===== config.mk =====
export PLATFORM = sky130hd
export DESIGN_NAME = i2s_rx
export DESIGN_NICKNAME = d
export VERILOG_FILES = /design/src/rtl/i2s_rx.sv
export SDC_FILE = /design/constraint.sdc
export NUM_CORES = 1
export LEC_CHECK = 0
export BUFFER_PORTS_ARGS = -buffer_cell sky130_fd_sc_hd__buf_2
export CORE_MARGIN = 5
export CORE_UTILIZATION = 40
export CTS_BUF_LIST = sky130_fd_sc_hd__clkbuf_8
export CTS_CLUSTER_DIAMETER = 50
export CTS_CLUSTER_SIZE = 16
export DETAILED_ROUTE_END_ITERATION = 10
export REMOVE_ABC_BUFFERS = 1
export SETUP_SLACK_MARGIN = 0.3
export SYNTH_ARGS = -nofsm -noshare
export SYNTH_HDL_FRONTEND = slang
export SYNTH_SLANG_ARGS = --single-unit

===== constraint.sdc =====
create_clock -name clk_i -period 12.8 [get_ports clk_i]
set_input_delay 1.92 -clock clk_i [delete_from_list [all_inputs] [get_ports clk_i]]
set_output_delay 1.92 -clock clk_i [all_outputs]
set_load 0.01 [all_outputs]

===== src/rtl/i2s_rx.sv =====
// I2S receiver: samples bclk/lrclk/sdata through 2-flop synchronizers,
// deframes left/right words MSB first and queues {left, right} frames.
// Ports: clk_i, reset_i (async, active-high), bclk_i, lrclk_i, sdata_i,
//        ready_i, valid_o, data_l_o, data_r_o, overflow_o, frame_err_o,
//        overflow_cnt_o (only when I2S_RX_OVERFLOW_CNT_EN is defined).
module i2s_rx #(
    parameter int width_p = 16,
    parameter int depth_p = 4
) (
    input  logic               clk_i,
    input  logic               reset_i,
    input  logic               bclk_i,
    input  logic               lrclk_i,
    input  logic               sdata_i,
    input  logic               ready_i,
    output logic               valid_o,
    output logic [width_p-1:0] data_l_o,
    output logic [width_p-1:0] data_r_o,
    output logic               overflow_o,
    output logic               frame_err_o
`ifdef I2S_RX_OVERFLOW_CNT_EN
    ,
    output logic [15:0]        overflow_cnt_o
`endif
);

    localparam int aw_lp = $clog2(depth_p);
    localparam int cw_lp = $clog2(width_p + 1);

    typedef enum logic [1:0] {
        IDLE,
        DELAY,
        SHIFT,
        DISCARD
    } state_t;

    logic [1:0] bclk_sync;
    logic [1:0] lrclk_sync;
    logic [1:0] sdata_sync;
    logic       bclk_q;

    always_ff @(posedge clk_i or posedge reset_i) begin
        if (reset_i) begin
            bclk_sync  <= '0;
            lrclk_sync <= '0;
            sdata_sync <= '0;
            bclk_q     <= 1'b0;
        end else begin
            bclk_sync  <= {bclk_sync[0], bclk_i};
            lrclk_sync <= {lrclk_sync[0], lrclk_i};
            sdata_sync <= {sdata_sync[0], sdata_i};
            bclk_q     <= bclk_sync[1];
        end
    end

    logic sample;
    logic lr;
    logic sd;
    logic lr_q;
    logic lr_chg;

    assign sample = bclk_sync[1] & ~bclk_q;
    assign lr     = lrclk_sync[1];
    assign sd     = sdata_sync[1];
    assign lr_chg = sample && (lr != lr_q);

    state_t             state_q;
    logic               chan_q;
    logic [cw_lp-1:0]   cnt_q;
    logic [width_p-1:0] shift_q;
    logic [width_p-1:0] left_q;
    logic               frame_err_q;

    logic [width_p-1:0] shift_next;
    logic [width_p-1:0] word;
    logic [cw_lp-1:0]   fill;
    logic               last_bit;
    logic               done;
    logic               push;

    // The bit seen at an lrclk change is the LSB of the word just ending
    // (I2S one-bit delay), so a short slot still ends with a captured bit.
    assign shift_next = {shift_q[width_p-2:0], sd};
    assign last_bit   = (cnt_q == cw_lp'(width_p - 1));
    assign fill       = cw_lp'(width_p - 1) - cnt_q;
    assign word       = shift_next << fill;
    assign done       = sample && (state_q == SHIFT) && (lr_chg || last_bit);
    assign push       = done && chan_q;

    always_ff @(posedge clk_i or posedge reset_i) begin
        if (reset_i) begin
            state_q     <= IDLE;
            chan_q      <= 1'b0;
            cnt_q       <= '0;
            shift_q     <= '0;
            left_q      <= '0;
            lr_q        <= 1'b0;
            frame_err_q <= 1'b0;
        end else begin
            frame_err_q <= 1'b0;
            if (sample) begin
                lr_q <= lr;
            end
            unique case (state_q)
                IDLE: begin
                    if (lr_chg && !lr) begin
                        state_q <= DELAY;
                        chan_q  <= 1'b0;
                    end
                end
                // The delay bit was consumed at the change point; the
                // MSB arrives at the next sample point.
                DELAY: begin
                    state_q <= SHIFT;
                    cnt_q   <= '0;
                    shift_q <= '0;
                end
                SHIFT: begin
                    if (sample) begin
                        shift_q <= shift_next;
                        cnt_q   <= cnt_q + 1'b1;
                        if (done && !chan_q) begin
                            left_q <= word;
                        end
                        if (lr_chg) begin
                            frame_err_q <= !last_bit;
                            state_q     <= DELAY;
                            chan_q      <= lr;
                        end else if (last_bit) begin
                            state_q <= DISCARD;
                        end
                    end
                end
                DISCARD: begin
                    if (lr_chg) begin
                        state_q <= DELAY;
                        chan_q  <= lr;
                    end
                end
                default: state_q <= IDLE;
            endcase
        end
    end

    logic [2*width_p-1:0] mem_q [depth_p];
    logic [aw_lp:0]       wr_q;
    logic [aw_lp:0]       rd_q;
    logic                 full;
    logic                 pop;
    logic                 wr_en;
    logic                 overflow_q;

    assign full    = (wr_q[aw_lp] != rd_q[aw_lp]) &&
                     (wr_q[aw_lp-1:0] == rd_q[aw_lp-1:0]);
    assign valid_o = (wr_q != rd_q);
    assign pop     = valid_o && ready_i;
    assign wr_en   = push && (!full || pop);

    always_ff @(posedge clk_i or posedge reset_i) begin
        if (reset_i) begin
            wr_q       <= '0;
            rd_q       <= '0;
            overflow_q <= 1'b0;
            for (int i = 0; i < depth_p; i++) begin
                mem_q[i] <= '0;
            end
        end else begin
            overflow_q <= push && full && !pop;
            if (wr_en) begin
                mem_q[wr_q[aw_lp-1:0]] <= {left_q, word};
                wr_q <= wr_q + 1'b1;
            end
            if (pop) begin
                rd_q <= rd_q + 1'b1;
            end
        end
    end

    assign data_l_o    = mem_q[rd_q[aw_lp-1:0]][2*width_p-1:width_p];
    assign data_r_o    = mem_q[rd_q[aw_lp-1:0]][width_p-1:0];
    assign overflow_o  = overflow_q;
    assign frame_err_o = frame_err_q;

`ifdef I2S_RX_OVERFLOW_CNT_EN
    logic [15:0] ovf_cnt_q;

    always_ff @(posedge clk_i or posedge reset_i) begin
        if (reset_i) begin
            ovf_cnt_q <= '0;
        end else if (overflow_q && (ovf_cnt_q != 16'hFFFF)) begin
            ovf_cnt_q <= ovf_cnt_q + 16'd1;
        end
    end

    assign overflow_cnt_o = ovf_cnt_q;
`endif

endmodule

### Word-level counts from Yosys, hierarchy flattened

Index checks and enable logic that the tools add are counted.

| word-level totals | value |
|---|---|
| word-level logic and storage cells | 91 |
| register bits | 183 |
| input bits | 6 |
| output and inout bits | 35 |

| cells by class | value |
|---|---|
| reduce and logical (&&, ||, !) cells | 26 |
| eq/ne operators | 12 |
| order comparisons | 3 |
| add/sub/neg operators | 4 |
| multiplexer cells | 23 |
| bitwise gates (word level) | 4 |
| shift operators | 1 |

Operator list:

| cell | count |
|---|---|
| bitwise mux 128 bit | 1 |
| two-way mux 32 bit | 3 |
| binary-select mux 32 bit (select 2 bit) | 1 |
| demux 32 bit (select 2 bit) | 1 |
| one-hot mux 15 bit (2 select lines) | 1 |
| left shift 16 x 5 -> 16 bit | 1 |
| two-way mux 15 bit | 1 |
| logical AND 1 bit | 12 |
| two-way mux 2 bit | 5 |
| one-hot mux 5 bit (2 select lines) | 1 |
| one-hot mux 2 bit (4 select lines) | 1 |
| adder 3 x 1 -> 3 bit (second input constant) | 2 |
| >= comparator 3 bit (second input constant) | 2 |
| two-way mux 1 bit | 6 |
| inequality test 2 bit (second input constant) | 3 |
| inverter 2 -> 3 bit | 2 |
| AND reduction 3 bit | 2 |
| adder 5 x 1 -> 5 bit (second input constant) | 1 |
| equality test 5 x 4 -> 1 bit (second input constant) | 1 |
| zero test 1 bit | 5 |
| two-way mux 5 bit | 1 |
| subtractor 4 x 5 -> 5 bit (first input constant) | 1 |
| equality test 2 bit (second input constant) | 2 |
| AND reduction 4 bit | 1 |
| other kinds (14) | 16 |

### Longest topological paths before layout

| depth | value |
|---|---|
| depth after elaboration | 8 |
| gate-level depth with buffers | 8 |
| mapped depth without buffers | 6 |

### Least setup slack after synthesis

OpenSTA, ideal clock, no wires.

| timing path | value |
|---|---|
| path type | register to output |
| start | reg rd_q[0] |
| end | out data_l_o[0] |
| buffers on the path | 2 |
| stages on the path, launching flop included | 4 |
| arrival time | 1.663 ns |
| data required time | 10.880 ns |
| path slack | 9.217 ns |
| cell sequence | dfrtp_1 buf_2 buf_1 mux4_2 |

| on the way | value |
|---|---|
| cells in the longest elaborated chain, start to end | 4 |

Ends and longest elaborated chain:

| item | line | RTL |
|---|---|---|
| start, declared | 147 | `logic [aw_lp:0] rd_q;` |
| start signal, assigned | 174 | `rd_q <= rd_q + 1'b1;` |
| inverter 2 -> 3 bit (implied by the code) | 179 | `assign data_l_o = mem_q[rd_q[aw_lp-1:0]][2*width_p-1:width_p];` |
| binary-select mux 32 bit (select 2 bit) | 179 |  |
| two-way mux 32 bit (2 in series) | - |  |
| end, declared | 17 | `output logic [width_p-1:0] data_l_o,` |

No other way between the ends. The select of a mux whose other input is x is not followed.

### Worst setup path in the final report

| timing path | value |
|---|---|
| start | reg rd_q[0] |
| end | out data_r_o[10] |

| on the way | value |
|---|---|
| cells in the longest elaborated chain, start to end | 4 |

Ends and longest elaborated chain:

| item | line | RTL |
|---|---|---|
| inverter 2 -> 3 bit (implied by the code) | 180 | `assign data_r_o = mem_q[rd_q[aw_lp-1:0]][width_p-1:0];` |
| binary-select mux 32 bit (select 2 bit) | 180 |  |
| two-way mux 32 bit (implied by the code) (2 in series) | 180 |  |
| end, declared | 18 | `output logic [width_p-1:0] data_r_o,` |

No other way between the ends. The select of a mux whose other input is x is not followed.

==> results.toml <==
[clock_tree]
cts_tree = "done"
clkSinkCount = 183
clockBufferDepth = 2
clk_latency_ps = 460
cts_setup_buffers = 0
clockRootBuffer = "clkbuf_8"
hold_buffers = 0
h-tree-depth = 4
cts-resized-gates = 0
cts_buffers = 17
path_clk_slew_ps = 90

[drt]
first_pass_iters = 5
vias = 4910
ant_nets = 0
wirelength_um = 17100
wl_per_cell_um = 19.0
first_iter_violations = 224
remaining_drc_errors = 0
vias_per_cell = 5.44

[cells_and_area]
mostFrequentLayoutCells = "dfrtp_1, mux2_2, buf_2, mux4_2, mux2i_1"
layout.nets = 632
seq_area_um2 = 4580
final_cell_area_um2 = 9330
antenna_cells = 0
fillers = 1890
multi_input_area_um2 = 3710
mostFrequentLayoutCell = "dfrtp_1"
drive_gt1_share_pct = 43.2
syn_to_final_growth_pct = 9.15

[logic_synthesis]
ys_seq_area_share_pct = 53.6
synth-async-reset-ratio_pct = 100
yosysWarnings = 0
ys_types = 44
synthTopCellsByArea = "dfrtp_1, mux2_2, mux4_2"
ys_ff_latch = 183
yosys.area.top_type_share_pct = 53.6
netlist_area_um2 = 8540
avgSynthCellArea_um2 = 14.6
synth-edff-count = 0
synth_cells = 585
synth.largest_area_cell = "dfrtp_1"
synth_ff_type = "dfrtp_1"

[placed_design]
portBuffers = 40
gp_congestion = 0.822
hpwl_um = 10700
placed_area_um2 = 8930

[worst_setup_path]
cp_cell_sequence = "buf_4, mux4_2, buf_2"
start_kind = "flip-flop"
crit_arrival_ps = 2220
reg2reg_slack_ps = 9300
required_ps = 10880
worstReg2RegStart = "cnt_q[1]"
cp-end-kind = "primary output"
path_max_fanout = 35
criticalPathCategory = "flip-flop to primary output"
r2r_end = "mem_q[14]"
critPathMaxStageDelay_ps = 620
reg2reg_depth = 5
cpMaxStageDelayCell = "mux4_2"

[timing]
setup_viol = 0
fmax_mhz = 241
skew_ps = 11.1
relSlewSlack_pct = 29.4
maxSlewViolCount = 0
fin_setup_tns_ps = 0
rsz0062_at_grt = "false"
fin_crit_ps = 4140
worstMarginPinSlew_ps = 1060
hold_viol_final = 0
period_share_pct = 32.4

[global_route]
antenna_found_initial = 0
grt_pass1_wl_um = 28900
grt_start_max_net_pins = 101
overflow = 0
grt_usage_pct = 14.9
first_global_vias = 5269

[power_and_ir_drop]
p_int_w = 0.000860
sw_frac_of_total_pct = 29.1
cellPowerDensity_nw_per_um2 = 130
clkPwrFrac_pct = 31.6
switchingPower_w = 0.000354
power_w = 0.00121
combPwrFrac_pct = 18.8
seq_power_share_pct = 49.6
ir_drop_v = 0.000105
power_leakage_nw = 4.47

[die]
die_h_um = 156
rows = 53
start_util_pct = 40.6
core_um2 = 21000
io_pins = 41
die_w_um = 156
die-area_um2 = 24400

[worst_hold_path]
min_to = "lrclk_sync[1]"
min_delay_path_depth = 0
worstHoldStart = "lrclk_sync[0]"
hold_class = "flip-flop to flip-flop"

[flow_run]
drv_cap = 0

[outcome]
status = "finished clean"
## worst max-delay path: cells and delay by family, from the launching register on
kind / cells / cell delay [ps]
buf+inv: 2 / 780
mux: 1 / 620
flops: 1 / 340
## registers in the layout (all words and copies together) (netlist names), 2 cells and up
| register | cells |
|---|---|
| bclk_sync | 2 |
| wr_q | 3 |
| lrclk_sync | 2 |
| rd_q | 3 |
| mem_q | 128 |
| cnt_q | 5 |
| state_q | 2 |
| shift_q | 15 |
| left_q | 16 |
| sdata_sync | 2 |
## metrics by stage
| stage | setup slack, ps | hold slack (ps) | util [%] | cells |
|---|---|---|---|---|
| after floorplan | 5910 | 331 | - | 548 |
| after global placement | 8730 | 332 | 42.5 | 871 |
| after detailed placement | 8640 | 340 | 42.5 | 871 |
| after CTS | 8580 | 359 | 44.4 | 902 |
| after global routing | 8500 | 362 | 44.4 | 902 |
| final | 8660 | 353 | 44.4 | 902 |
## layer usage
metal | up-vias | track usage [%] | wire length [um]
met4 | 0 | 4.01 | 235
li1 | 2225 | - | -
met3 | 19 | 3.94 | 707
met2 | 81 | 23.8 | 8390
met5 | - | 0 | 0
met1 | 2585 | 20.5 | 7800
## worst max-delay path by stage
stage,from,to,slack (ps),depth (start not counted)
detailed placement,ready_i,mem_q[12],8640,5
global placement,ready_i,mem_q[17],8730,5
floorplan,reset_i,bclk_q,5910,1
CTS,rd_q[0],data_r_o[4],8580,3
finish,rd_q[0],data_r_o[10],8660,3
global route,rd_q[0],data_r_o[15],8500,3
## cell type report
| type | instances | area share [%] |
|---|---|---|
| Clock buffer | 19 | 2.80 |
| Clock inverter | 12 | 1.40 |
| Inverter | 9 | 0.416 |
| Multi-Input combinational cell | 356 | 39.8 |
| Sequential cell | 183 | 49.1 |
| Tap cell | 275 | 3.69 |
| Timing Repair Buffer | 48 | 2.79 |
## Yosys cell counts, types with 6 or more instances
cell type / number
mux2i_1: 21
mux2_2: 152
buf_2: 8
nor2_1: 13
nor2b_1: 6
dfrtp_1: 183
o21ai_0: 11
a21oi_1: 10
ha_1: 11
inv_1: 9
xnor2_1: 6
clkbuf_1: 14
a22o_1: 16
nand2_1: 18
nor3b_1: 7
mux4_2: 34
buf_6: 9
## power by group through the flow
stage          clock network, W  registers (W)  logic (W)
6_report               0.000384       0.000602   0.000228
5_1_grt                0.000423       0.000604   0.000254
4_1_cts                0.000400       0.000602   0.000235
3_5_place_dp                  0       0.000614   0.000233
3_3_place_gp                  0       0.000613   0.000229
2_1_floorplan                 0       0.000653   0.000124
## cells by family after synthesis
| kind of cell | after synthesis | synth area share (%) |
|---|---|---|
| DFF | 183 | 53.6 |
| xor gates and xnor gates | 8 | 0.820 |
| adders and majority gates | 11 | 1.61 |
| buffers and inverters | 46 | 2.97 |
| AOI/OAI and AO/OA | 61 | 5.23 |
| muxes | 207 | 31.5 |
| and+or+nand+nor | 69 | 4.32 |
Note: power is estimated with default switching activity, not from simulation.
